File: src/rtl/host_ctrl_pkg.sv
// Shared encodings for the host-side maintenance sequencer: host op codes,
// FSM states, core-port command codes and the error response word.
package host_ctrl_pkg;

  typedef enum logic [2:0] {
    OP_WR_I   = 3'b000,
    OP_WR_D   = 3'b001,
    OP_RD_REG = 3'b010,
    OP_RD_D   = 3'b011,
    OP_RUN    = 3'b100
  } host_op_e;

  typedef enum logic [2:0] {
    ST_IDLE,
    ST_WRITE,
    ST_RD_ISSUE,
    ST_RD_CAPTURE,
    ST_RUN,
    ST_RESP
  } state_e;

  typedef enum logic [1:0] {
    CMD_REG_RD = 2'b00,
    CMD_IWR    = 2'b01,
    CMD_DRD    = 2'b10,
    CMD_DWR    = 2'b11
  } core_cmd_e;

  localparam logic [31:0] ERR_WORD = 32'hDEADBEEF;

  // Word index (byte address >> 2) must fall inside a cache of the given depth.
  function automatic logic word_in_range(input logic [29:0] word_idx,
                                         input int unsigned words);
    return {2'b00, word_idx} < words;
  endfunction

endpackage

File: src/rtl/host_ctrl.sv
// Host command sequencer for the core maintenance port: one command in, one
// response out, core held in reset except while a RUN command is counting.
module host_ctrl
  import host_ctrl_pkg::*;
#(
  parameter int unsigned IMEM_WORDS = 1024,
  parameter int unsigned DMEM_WORDS = 1024
) (
  input  logic        clk,
  input  logic        reset,
  input  logic        host_valid,
  output logic        host_ready,
  input  logic [2:0]  host_op,
  input  logic [31:0] host_addr,
  input  logic [31:0] host_data,
  output logic        rsp_valid,
  input  logic        rsp_ready,
  output logic [31:0] rsp_data,
  output logic        rsp_err,
  output logic        cpu_reset,
  output logic [1:0]  cmd,
  output logic [31:0] addr_in,
  output logic [31:0] data_in,
  input  logic [31:0] data_out
);

  state_e      state_q;
  logic        host_ready_q;
  logic        rsp_valid_q;
  logic        rsp_err_q;
  logic [31:0] rsp_data_q;
  logic        cpu_reset_q;
  core_cmd_e   cmd_q;
  logic [31:0] addr_q;
  logic [31:0] data_q;
  logic [31:0] run_cnt_q;
  logic [31:0] run_len_q;

  host_op_e op_in;
  logic     op_ok;
  logic     accept;

  assign accept = host_valid && host_ready_q;

  always_comb begin
    op_in = host_op_e'(host_op);
    op_ok = 1'b0;
    case (op_in)
      OP_WR_I:           op_ok = word_in_range(host_addr[31:2], IMEM_WORDS);
      OP_WR_D, OP_RD_D:  op_ok = word_in_range(host_addr[31:2], DMEM_WORDS);
      OP_RD_REG, OP_RUN: op_ok = 1'b1;
      default:           op_ok = 1'b0;
    endcase
  end

  always_ff @(posedge clk) begin
    if (reset) begin
      state_q      <= ST_IDLE;
      host_ready_q <= 1'b1;
      rsp_valid_q  <= 1'b0;
      rsp_err_q    <= 1'b0;
      rsp_data_q   <= '0;
      cpu_reset_q  <= 1'b1;
      cmd_q        <= CMD_REG_RD;
      addr_q       <= '0;
      data_q       <= '0;
      run_cnt_q    <= '0;
      run_len_q    <= '0;
    end else begin
      unique case (state_q)
        ST_IDLE: begin
          if (accept) begin
            host_ready_q <= 1'b0;
            if (!op_ok) begin
              state_q     <= ST_RESP;
              rsp_valid_q <= 1'b1;
              rsp_err_q   <= 1'b1;
              rsp_data_q  <= ERR_WORD;
            end else begin
              case (op_in)
                OP_WR_I, OP_WR_D: begin
                  state_q <= ST_WRITE;
                  cmd_q   <= (op_in == OP_WR_I) ? CMD_IWR : CMD_DWR;
                  addr_q  <= host_addr;
                  data_q  <= host_data;
                end
                OP_RD_REG: begin
                  state_q <= ST_RD_ISSUE;
                  cmd_q   <= CMD_REG_RD;
                  addr_q  <= {27'b0, host_addr[4:0]};
                end
                OP_RD_D: begin
                  state_q <= ST_RD_ISSUE;
                  cmd_q   <= CMD_DRD;
                  addr_q  <= host_addr;
                end
                OP_RUN: begin
                  // A zero count answers at once and never releases the core.
                  if (host_data == '0) begin
                    state_q     <= ST_RESP;
                    rsp_valid_q <= 1'b1;
                    rsp_err_q   <= 1'b0;
                    rsp_data_q  <= '0;
                  end else begin
                    state_q     <= ST_RUN;
                    cpu_reset_q <= 1'b0;
                    run_cnt_q   <= host_data;
                    run_len_q   <= host_data;
                  end
                end
                default: state_q <= ST_IDLE;
              endcase
            end
          end
        end

        ST_WRITE: begin
          state_q     <= ST_RESP;
          cmd_q       <= CMD_REG_RD;
          rsp_valid_q <= 1'b1;
          rsp_err_q   <= 1'b0;
          rsp_data_q  <= '0;
        end

        ST_RD_ISSUE: begin
          state_q <= ST_RD_CAPTURE;
        end

        // Second read cycle lets the D-cache's registered output settle.
        ST_RD_CAPTURE: begin
          state_q     <= ST_RESP;
          cmd_q       <= CMD_REG_RD;
          rsp_valid_q <= 1'b1;
          rsp_err_q   <= 1'b0;
          rsp_data_q  <= data_out;
        end

        ST_RUN: begin
          if (run_cnt_q == 32'd1) begin
            state_q     <= ST_RESP;
            cpu_reset_q <= 1'b1;
            rsp_valid_q <= 1'b1;
            rsp_err_q   <= 1'b0;
            rsp_data_q  <= run_len_q;
          end else begin
            run_cnt_q <= run_cnt_q - 32'd1;
          end
        end

        ST_RESP: begin
          if (rsp_ready) begin
            state_q      <= ST_IDLE;
            rsp_valid_q  <= 1'b0;
            host_ready_q <= 1'b1;
          end
        end

        default: state_q <= ST_IDLE;
      endcase
    end
  end

  assign host_ready = host_ready_q;
  assign rsp_valid  = rsp_valid_q;
  assign rsp_err    = rsp_err_q;
  assign rsp_data   = rsp_data_q;
  assign cpu_reset  = cpu_reset_q;
  assign cmd        = cmd_q;
  assign addr_in    = addr_q;
  assign data_in    = data_q;

endmodule

File: config.mk
export PLATFORM = sky130hd
export DESIGN_NAME = host_ctrl
export DESIGN_NICKNAME = d
export VERILOG_FILES = /design/src/rtl/host_ctrl_pkg.sv /design/src/rtl/host_ctrl.sv
export SDC_FILE = /design/constraint.sdc
export NUM_CORES = 1
export LEC_CHECK = 0
export ABC_AREA = 1
export BUFFER_PORTS_ARGS = -buffer_cell sky130_fd_sc_hd__buf_2
export CAP_MARGIN = 20
export CORE_MARGIN = 2
export CORE_UTILIZATION = 54
export DETAILED_ROUTE_END_ITERATION = 10
export PLACE_DENSITY = 0.92
export SLEW_MARGIN = 20
export SYNTH_ARGS = -nofsm -noshare
export SYNTH_HDL_FRONTEND = slang
export SYNTH_SLANG_ARGS = --single-unit
File: constraint.sdc
create_clock -name clk -period 2.4 [get_ports clk]
set_clock_uncertainty 0.1 [all_clocks]
set_input_delay 0.24 -clock clk [delete_from_list [all_inputs] [get_ports clk]]
set_output_delay 0.24 -clock clk [all_outputs]
set_load 0.02 [all_outputs]
==> impl_metrics.env, run 1 <==
export IMPL_outcome="finished clean"
export IMPL_required_ns=2.63
export IMPL_tightest_slew_ns=0.491
export IMPL_postSynthAreaPerCell_um2=6.38
export IMPL_netlist_cell_type_count=35
export IMPL_synth_edff_count=0
export IMPL_period_share=0.912
export IMPL_seq_power_share=0.284
export IMPL_slew_violations=0
export IMPL_ys_flop_type="dfxtp_1"
export IMPL_cp_max_fo=28
export IMPL_crit_family="simple AND/OR/NAND/NOR gates"
export IMPL_yosysTopAreaCell="dfxtp_1"
export IMPL_fmax_ghz=0.457
export IMPL_post_cts_buffers=0
export IMPL_synthArstFlopShare=0
export IMPL_path_cells="nor2_1 > nand2_1 > nor2_1 > nand2_1 > o21ai_2 > nand2_2 > nor2_8 > nand2_8 > buf_12 > nor2_1 > nor2_1"
export IMPL_place_ws_ns=0.225
export IMPL_cp_start_kind="flop"
export IMPL_design_area_um2=10300
export IMPL_cts_sinks=169
export IMPL_yosys_area_share_simple=0.341
export IMPL_power_density_nw_per_um2=1270
export IMPL_cts_root_buf="clkbuf_16"
export IMPL_cts_made_buffers=17
export IMPL_post_dp_cell_area_um2=9550
export IMPL_die_w_um=128
export IMPL_ys_seq_area_frac=0.408
export IMPL_p_sw_frac=0.462
export IMPL_synthTopCellsByArea="dfxtp_1 (41%), nand2_1 (14%), nor2_1 (12%)"
export IMPL_hold_viol=0
export IMPL_yosys_top_cells_count="nand2_1 (309), nor2_1 (271), dfxtp_1 (169), inv_1 (148), o21ai_0 (95)"
export IMPL_grt_overflow_total=0
export IMPL_synth_top_family_by_area="simple AND/OR/NAND/NOR gates"
export IMPL_cp_slowest_cell="dfxtp_1"
export IMPL_cp_common_cell="nor2_1"
export IMPL_drive_gt1_frac=0.191
export IMPL_vias=9147
export IMPL_synth_compound_area_share=0.140
export IMPL_instances_no_fill=1698
export IMPL_clkPwrFrac=0.216
export IMPL_rsz0062_at_grt="no"
export IMPL_finalSetupViolCount=0
export IMPL_worst_slack_ns=0.211
export IMPL_maxCapViolCount=0
export IMPL_synth_seq_cells=169
export IMPL_ir_drop_uv=669
export IMPL_gp_congestion=0.948
export IMPL_placed_cells=1655
export IMPL_utilization=0.681
export IMPL_synthMostInstantiatedCell="nand2_1"
export IMPL_leakagePower_uw=0.00501
export IMPL_syn2layout_area_growth_pct=23.8
export IMPL_yosys_area_share_adder=0.00301
export IMPL_cts_tree="built"
export IMPL_via_per_inst=5.39
export IMPL_p_sw_uw=6040
export IMPL_die_area_um2=16400
export IMPL_drt_first_pass_iters=8
export IMPL_drc=0
export IMPL_clk_pin_slew_worst_paths_ns=0.07
export IMPL_maxSlewHeadroom=0.673
export IMPL_io_buffers=204
export IMPL_hpwl_um=17400
export IMPL_ant_nets=0
export IMPL_pwr_share_comb=0.500
export IMPL_antenna_cells=0
export IMPL_cp_num_buf_inv=1
export IMPL_grt_max_degree=78
export IMPL_synth_top_cell_area_share=0.408
export IMPL_synthXorXnorAreaFrac=0.00422
export IMPL_cpPeakStageDelay_ns=0.34
export IMPL_postSynthCellCount=1302
export IMPL_internal_power_uw=7030
export IMPL_routed_wl_um=25400
export IMPL_wl_per_cell_um=15.0
export IMPL_antenna_found_initial=0
export IMPL_crit_type="reg -> reg"
export IMPL_grt_use_total=0.310
export IMPL_critical_path_arrival_ns=2.42
export IMPL_muxShareOfSynthArea=0.00241
export IMPL_coreArea_um2=15100
export IMPL_cts_htree_levels=4
export IMPL_period_needed_ns=2.19
export IMPL_dieHeight_um=128
export IMPL_cp_end_kind="flop"
export IMPL_first_global_vias=8416
export IMPL_grt_pass1_wl_um=40700
export IMPL_syn_area_um2=8300
export IMPL_drt_initial_drc_count=850
export IMPL_clk_latency_ns=0.43
export IMPL_fin_nets=1602
export IMPL_pin_count=205
export IMPL_hold_class="in -> reg"
export IMPL_rows=45
export IMPL_yosys_warnings=0
export IMPL_clk_path_buf_depth=2
export IMPL_start_util=0.550
export IMPL_syn_num_nets=1407
export IMPL_tns_ns=0
==> state kept, by name (all words and copies together) (netlist names), 2 cells and up <==
signal	flops
data_in	32
cmd	2
rsp_data	32
run_len_q	32
addr_in	32
run_cnt_q	32
state_q	3
==> metal layers <==
metal / global-route usage / share of wire
met5: 0 / 0
met4: 0.156 / 0.039
met3: 0.0639 / 0.083
met2: 0.509 / 0.47
met1: 0.388 / 0.41
==> stage by stage <==
stage                     hold WS [ns]  power [µW]
after floorplan                  0.300        8390
after global placement           0.324        9870
after detailed placement         0.325       10000
after CTS                      0.00739       12900
after global routing            0.0158       14000
final                          0.00760       13100
==> area by class of cell <==
cell class,instances,area [µm²]
fill,1245,4810
tap,188,235
timing repair buffer,241,1390
clock buffer,17,425
clock inverter,15,183
sequential,169,3380
multi-input combinational,916,4090
inverter,152,573
==> worst min-delay path: cells and delay by family <==
kind            cells  cell delay (ns)
compound gates      1             0.06
buf+inv             1             0.10
simple gates        1             0.09
==> path summary, 6_finish.rpt <==
path                               startpoint     endpoint  slack (ns)  depth (start not counted)
worst min register to register    addr_in[29]  addr_in[29]        0.33                          2
worst min-delay path            host_addr[11]  addr_in[11]       0.008                          3
worst max-delay path             run_cnt_q[4]  rsp_data[9]        0.21                         11
worst max register to register   run_cnt_q[4]  rsp_data[9]        0.21                         11
==> placed cells by master (no fill, tap or decap), types with 21 or more instances in the layout <==
master | synthesis | final
nand2_1 | 309 | 307
nor2_1 | 271 | 269
buf_2 | 12 | 204
dfxtp_1 | 169 | 169
inv_1 | 148 | 147
o21ai_0 | 95 | 95
a21oi_1 | 83 | 83
nand3_1 | 77 | 77
o211ai_1 | 24 | 24
buf_4 | 0 | 21
==> timing repair <==
| item | CTS | global route |
|---|---|---|
| endpoints found under the hold margin | 11 | 0 |
| hold buffers | 11 | 0 |
| endpoints found under the setup margin | 0 | 9 |
| resized for setup | 0 | 2 |
==> kinds of logic (layout without fill, tap and decap cells) <==
kind of cell               count (synthesis)  in the layout
and+or+nand+nor                          694            694
buffers and inverters                    217            425
AOI/OAI and AO/OA                        214            214
DFF                                      169            169
xor gates and xnor gates                   4              4
adders and majority gates                  2              2
muxes                                      2              2
==> power groups by stage <==
stage | combinational (µW) | clock [µW] | sequential [µW]
final | 6530 | 2820 | 3720
after global placement | 6130 | 0 | 3740
after detailed placement | 6280 | 0 | 3760
after floorplan | 4380 | 0 | 4010
after global routing | 7330 | 2940 | 3770
after CTS | 6400 | 2830 | 3710
Note: power is estimated with default switching activity, not from simulation.
==> run 2: changes to the inputs <==
CORE_MARGIN = default   (was 2)
==> run 2 against run 1 <==
- worst setup slack worse by 0.062 ns
- hold slack better by 0.027 ns
- register-to-register slack worse by 0.06 ns
- clock power up 4%
- power down 0.24%
- critical path depth down 2
- count of clock-buffer cells in the layout up 1
- core utilization up 1.3 points
- combinational power down 2%
- non-clock buffer count down 3
==> impl_metrics.env, run 2 (synthesis results as in run 1) <==
export IMPL_outcome="finished clean"
export IMPL_fin_nets=1599
export IMPL_design_area_um2=10200
export IMPL_cp_num_buf_inv=3
export IMPL_cts_root_buf="clkbuf_16"
export IMPL_cp_max_fo=12
export IMPL_cp_start_kind="flop"
export IMPL_layout_common_cells="nand2_1 (307), nor2_1 (270), buf_2 (204), dfxtp_1 (169), inv_1 (147)"
export IMPL_drt_initial_drc_count=1107
export IMPL_syn2layout_area_growth_pct=23.5
export IMPL_via_per_inst=5.44
export IMPL_gp_congestion=0.908
export IMPL_period_share=0.938
export IMPL_wl_per_cell_um=14.9
export IMPL_maxSlewHeadroom=0.698
export IMPL_hold_class="in -> reg"
export IMPL_fmax_ghz=0.444
export IMPL_cp_slowest_cell="inv_1"
export IMPL_first_global_vias=8356
export IMPL_required_ns=2.66
export IMPL_power_density_nw_per_um2=1270
export IMPL_die_w_um=126
export IMPL_ir_drop_uv=715
export IMPL_crit_family="simple AND/OR/NAND/NOR gates"
export IMPL_hold_ws_ns=0.0346
export IMPL_antenna_found_initial=1
export IMPL_die_area_um2=15900
export IMPL_post_dp_cell_area_um2=9500
export IMPL_clk_pin_slew_worst_paths_ns=0.07
export IMPL_maxCapViolCount=0
export IMPL_clk_latency_ns=0.44
export IMPL_drc=0
export IMPL_period_needed_ns=2.25
export IMPL_start_util=0.563
export IMPL_tightest_slew_ns=0.452
export IMPL_leakagePower_uw=0.00500
export IMPL_final_common_cell="nand2_1"
export IMPL_cts_sinks=169
export IMPL_tns_ns=0
export IMPL_worst_r2r_path_depth=9
export IMPL_path_cells="nor2_2 > inv_2 > nor2_4 > nand2_1 > inv_1 > nand3_1 > inv_1 > nor2_1 > nor2_1"
export IMPL_grt_overflow_total=0
export IMPL_grt_pass1_wl_um=40400
export IMPL_rows=44
export IMPL_drive_gt1_frac=0.188
export IMPL_r2r_slack_ns=0.15
export IMPL_crit_type="reg -> reg"
export IMPL_cts_hold_buf=12
export IMPL_hpwl_um=17200
export IMPL_finalSetupViolCount=0
export IMPL_clk_path_buf_depth=2
export IMPL_ant_nets=0
export IMPL_setup_worst_path_end="addr_in[3]"
export IMPL_slew_violations=0
export IMPL_pin_count=205
export IMPL_cp_depth=9
export IMPL_coreArea_um2=14800
export IMPL_crit_start="state_q[0]"
export IMPL_critical_path_arrival_ns=2.51
export IMPL_io_buffers=204
export IMPL_ctsResizeCount=0
export IMPL_cts_htree_levels=4
export IMPL_grt_use_total=0.319
export IMPL_rsz0062_at_grt="no"
export IMPL_cpPeakStageDelay_ns=0.45
export IMPL_r2r_end="addr_in[3]"
export IMPL_drt_first_pass_iters=6
export IMPL_hold_viol=0
export IMPL_cp_end_kind="flop"
export IMPL_rr_startpoint="state_q[0]"
export IMPL_cts_made_buffers=17
export IMPL_cts_tree="built"
export IMPL_grt_max_degree=77
export IMPL_routed_wl_um=25200
export IMPL_vias=9209
export IMPL_post_cts_buffers=0
export IMPL_dieHeight_um=126
==> run 2: power breakdown <==
part	leakage, µW	internal (µW)	switching (µW)	total (µW)
combinational	0.00332	2040	4330	6370
sequential	0.00138	3340	391	3730
clock	0.000302	1700	1240	2940
==> run 2: per-layer routing <==
metal / share of wire / track usage / vias to the layer above
met5: 0 / 0 / -
met4: 0.039 / 0.153 / 0
met3: 0.076 / 0.0646 / 97
met2: 0.47 / 0.526 / 454
met1: 0.42 / 0.400 / 4185
li1: - / - / 4473
==> run 2: cell type report <==
| cell class | count | area [µm²] |
|---|---|---|
| fillers | 1159 | 4500 |
| multi-input cells | 916 | 4080 |
| flip-flops and latches | 169 | 3380 |
| repair buffers | 238 | 1360 |
| inverters | 152 | 573 |
| clock buffers | 18 | 439 |
| well taps | 184 | 230 |
| clock inverters | 14 | 185 |
| diodes | 1 | 2.50 |
==> run 2: worst min-delay path by stage <==
stage | startpoint | endpoint | slack [ns] | depth (start not counted)
finish | host_data[5] | run_len_q[5] | 0.03 | 3
global route | host_data[5] | run_len_q[5] | 0.03 | 3
CTS | host_data[5] | run_len_q[5] | 0.03 | 3
detailed placement | addr_in[22] | addr_in[22] | 0.32 | 2
global placement | addr_in[23] | addr_in[23] | 0.32 | 2
floorplan | host_addr[5] | addr_in[5] | 0.30 | 2
==> run 2: metrics by stage <==
stage / worst slack (ns) / power (µW) / instances / utilization
6_report: 0.149 / 13000 / 1692 / 0.695
3_5_place_dp: 0.184 / 9910 / 1647 / 0.644
2_1_floorplan: 0.526 / 8390 / 1302 / -
3_3_place_gp: 0.261 / 9730 / 1647 / 0.644
4_1_cts: 0.212 / 12900 / 1691 / 0.695
5_1_grt: 0.0125 / 14000 / 1692 / 0.695
==> run 2: worst register-to-register path, stage by stage, from the launching register on <==
cell and delay [ns]:
dfxtp_1 0.34, nor2_2 0.15, inv_2 0.07, nor2_4 0.18, nand2_1 0.12, inv_1 0.10, nand3_1 0.35, inv_1 0.45
nor2_1 0.11, nor2_1 0.20
==> run 3: changes to the inputs <==
==> constraint.sdc (replaced) <==
create_clock -name clk -period 2.4 [get_ports clk]
set_clock_uncertainty 0.1 [all_clocks]
set_input_delay 0.12 -clock clk [delete_from_list [all_inputs] [get_ports clk]]
set_output_delay 0.12 -clock clk [all_outputs]
set_load 0.02 [all_outputs]
==> run 3 against run 2 <==
- worst setup slack lost 0.0054 ns
- maximum frequency is 0.24% lower
- sequential power barely moved
- critical path type unchanged
- largest power group unchanged
- sequential share of layout area decreased by 1.0 points
- sequential cell count unchanged
- critical path depth increased by 2
- count of clock-buffer cells in the layout unchanged
- via count is 3.8% higher
- hold slack worse by 0.029 ns
- core utilization grew 2.2 points
- non-clock buffer count is 38 higher
==> impl_metrics.env, run 3 (synthesis results as in run 1) <==
export IMPL_cts_tree="built"
export IMPL_clk_latency_ns=0.43
export IMPL_first_global_vias=8886
export IMPL_drt_first_pass_iters=7
export IMPL_grt_use_total=0.342
export IMPL_maxSlewHeadroom=0.652
export IMPL_vias=9562
export IMPL_via_per_inst=5.53
export IMPL_fmax_ghz=0.443
export IMPL_cts_htree_levels=4
export IMPL_seq_power_share=0.289
export IMPL_hold_class="in -> reg"
export IMPL_die_area_um2=15900
export IMPL_hpwl_um=17200
export IMPL_outcome="finished clean"
export IMPL_cp_max_fo=48
export IMPL_r2r_slack_ns=0.14
export IMPL_start_util=0.563
export IMPL_power_density_nw_per_um2=1230
export IMPL_cp_end_kind="flop"
export IMPL_gp_congestion=0.917
export IMPL_die_w_um=126
export IMPL_leakagePower_uw=0.00513
export IMPL_finalSetupViolCount=0
export IMPL_clkPwrFrac=0.203
export IMPL_required_ns=2.62
export IMPL_wl_per_cell_um=15.8
export IMPL_antenna_found_initial=1
export IMPL_clk_pin_slew_worst_paths_ns=0.07
export IMPL_p_sw_frac=0.470
export IMPL_critical_path_arrival_ns=2.48
export IMPL_period_share=0.940
export IMPL_power_uw=13000
export IMPL_path_cells="nor2_2 > nand2_2 > nor2_4 > nand2_1 > o21ai_2 > nand2_2 > nor2_8 > nand2_4 > buf_6 > nor2_1 > nor2_1"
export IMPL_p_sw_uw=6100
export IMPL_slew_violations=0
export IMPL_io_buffers=204
export IMPL_dieHeight_um=126
export IMPL_routed_wl_um=27300
export IMPL_ant_nets=0
export IMPL_cpPeakStageDelay_ns=0.36
export IMPL_grt_pass1_wl_um=43200
export IMPL_period_needed_ns=2.26
export IMPL_cp_slowest_cell="dfxtp_1"
export IMPL_cp_start_kind="flop"
export IMPL_internal_power_uw=6880
export IMPL_n_fill_cell=1109
export IMPL_clk_path_buf_depth=2
export IMPL_crit_type="reg -> reg"
export IMPL_syn2layout_area_growth_pct=27.5
export IMPL_coreArea_um2=14800
export IMPL_maxCapViolCount=0
export IMPL_tns_ns=0
export IMPL_hold_viol=0
export IMPL_final_common_cell="nand2_1"
export IMPL_rows=44
export IMPL_drt_initial_drc_count=994
export IMPL_drive_gt1_frac=0.183
export IMPL_pin_count=205
export IMPL_pwr_share_comb=0.508
export IMPL_fin_nets=1637
export IMPL_cts_sinks=169
export IMPL_cts_made_buffers=17
export IMPL_layout_common_cells="nand2_1 (307), nor2_1 (269), buf_2 (204), dfxtp_1 (169), inv_1 (147)"
export IMPL_cts_root_buf="clkbuf_16"
export IMPL_grt_overflow_total=0
export IMPL_ir_drop_uv=708
export IMPL_drc=0
export IMPL_tightest_slew_ns=0.521
export IMPL_rsz0062_at_grt="no"
export IMPL_grt_max_degree=66
-- run 3: cell count changes in the layout (fill, tap and decap cells not counted) --
cell           before  now
buf_4              18   14
buf_6               0    2
bufinv_16           3    1
clkinv_2            3    5
clkinv_4            1    4
dlygate4sd3_1      12   52
inv_6               5    3
inv_8               2    0
nor2_1            270  269
nor2_2              5    6
-- run 3: worst max-delay path: cells and delay by family, from the launching register on --
kind	cells	cell delay [ns]
and+or+nand+nor	9	1.26
AOI/OAI and AO/OA	1	0.21
DFF	1	0.36
buffers and inverters	1	0.21
-- run 3: power by group through the flow --
stage | registers [µW] | logic, µW | clock network, µW
2_1_floorplan | 4010 | 4380 | 0
3_3_place_gp | 3740 | 5990 | 0
3_5_place_dp | 3770 | 6160 | 0
4_1_cts | 3710 | 6320 | 2630
5_1_grt | 3800 | 7270 | 2770
6_report | 3750 | 6590 | 2640
-- run 3: layout make-up --
| type | instances | area [µm²] | area share |
|---|---|---|---|
| timing repair buffer | 276 | 1750 | 0.165 |
| clock inverter | 13 | 121 | 0.0115 |
| inverter | 152 | 573 | 0.0542 |
| tap | 184 | 230 | 0.0218 |
| multi-input combinational | 916 | 4080 | 0.386 |
| clock buffer | 18 | 439 | 0.0415 |
| sequential | 169 | 3380 | 0.320 |
| antenna | 1 | 2.50 | 0.000236 |
-- run 3: what timing repair did --
item,CTS,global route
resized for setup,0,3
endpoints found under the hold margin,74,0
hold buffers,52,0
setup buffers,0,0
setup endpoints to repair,0,28
-- run 3: layer usage --
layer / vias to the layer above / track usage / wire [µm]
met5: - / 0 / 0
met4: 0 / 0.218 / 1620
met3: 148 / 0.0752 / 2610
met2: 601 / 0.561 / 12700
met1: 4265 / 0.406 / 10400
li1: 4548 / - / -
-- run 3: path summary, 6_finish.rpt --
path,cells after the start,startpoint,end
worst min register to register,2,addr_in[31],addr_in[31]
worst max-delay path,11,run_cnt_q[8],rsp_data[30]
worst max register to register,11,run_cnt_q[8],rsp_data[30]
worst min-delay path,5,data_out[3],rsp_data[3]
-- run 3: metrics by stage --
stage	std cells	hold WS, ns	cell area [µm²]	utilization	setup slack [ns]
4_1_cts	1728	0.00139	10600	0.716	0.126
3_5_place_dp	1645	0.287	9490	0.643	0.175
5_1_grt	1729	0.0371	10600	0.717	0.0137
6_report	1729	0.00545	10600	0.717	0.144
2_1_floorplan	1302	0.180	8300	-	0.526
3_3_place_gp	1645	0.277	9490	0.643	0.284
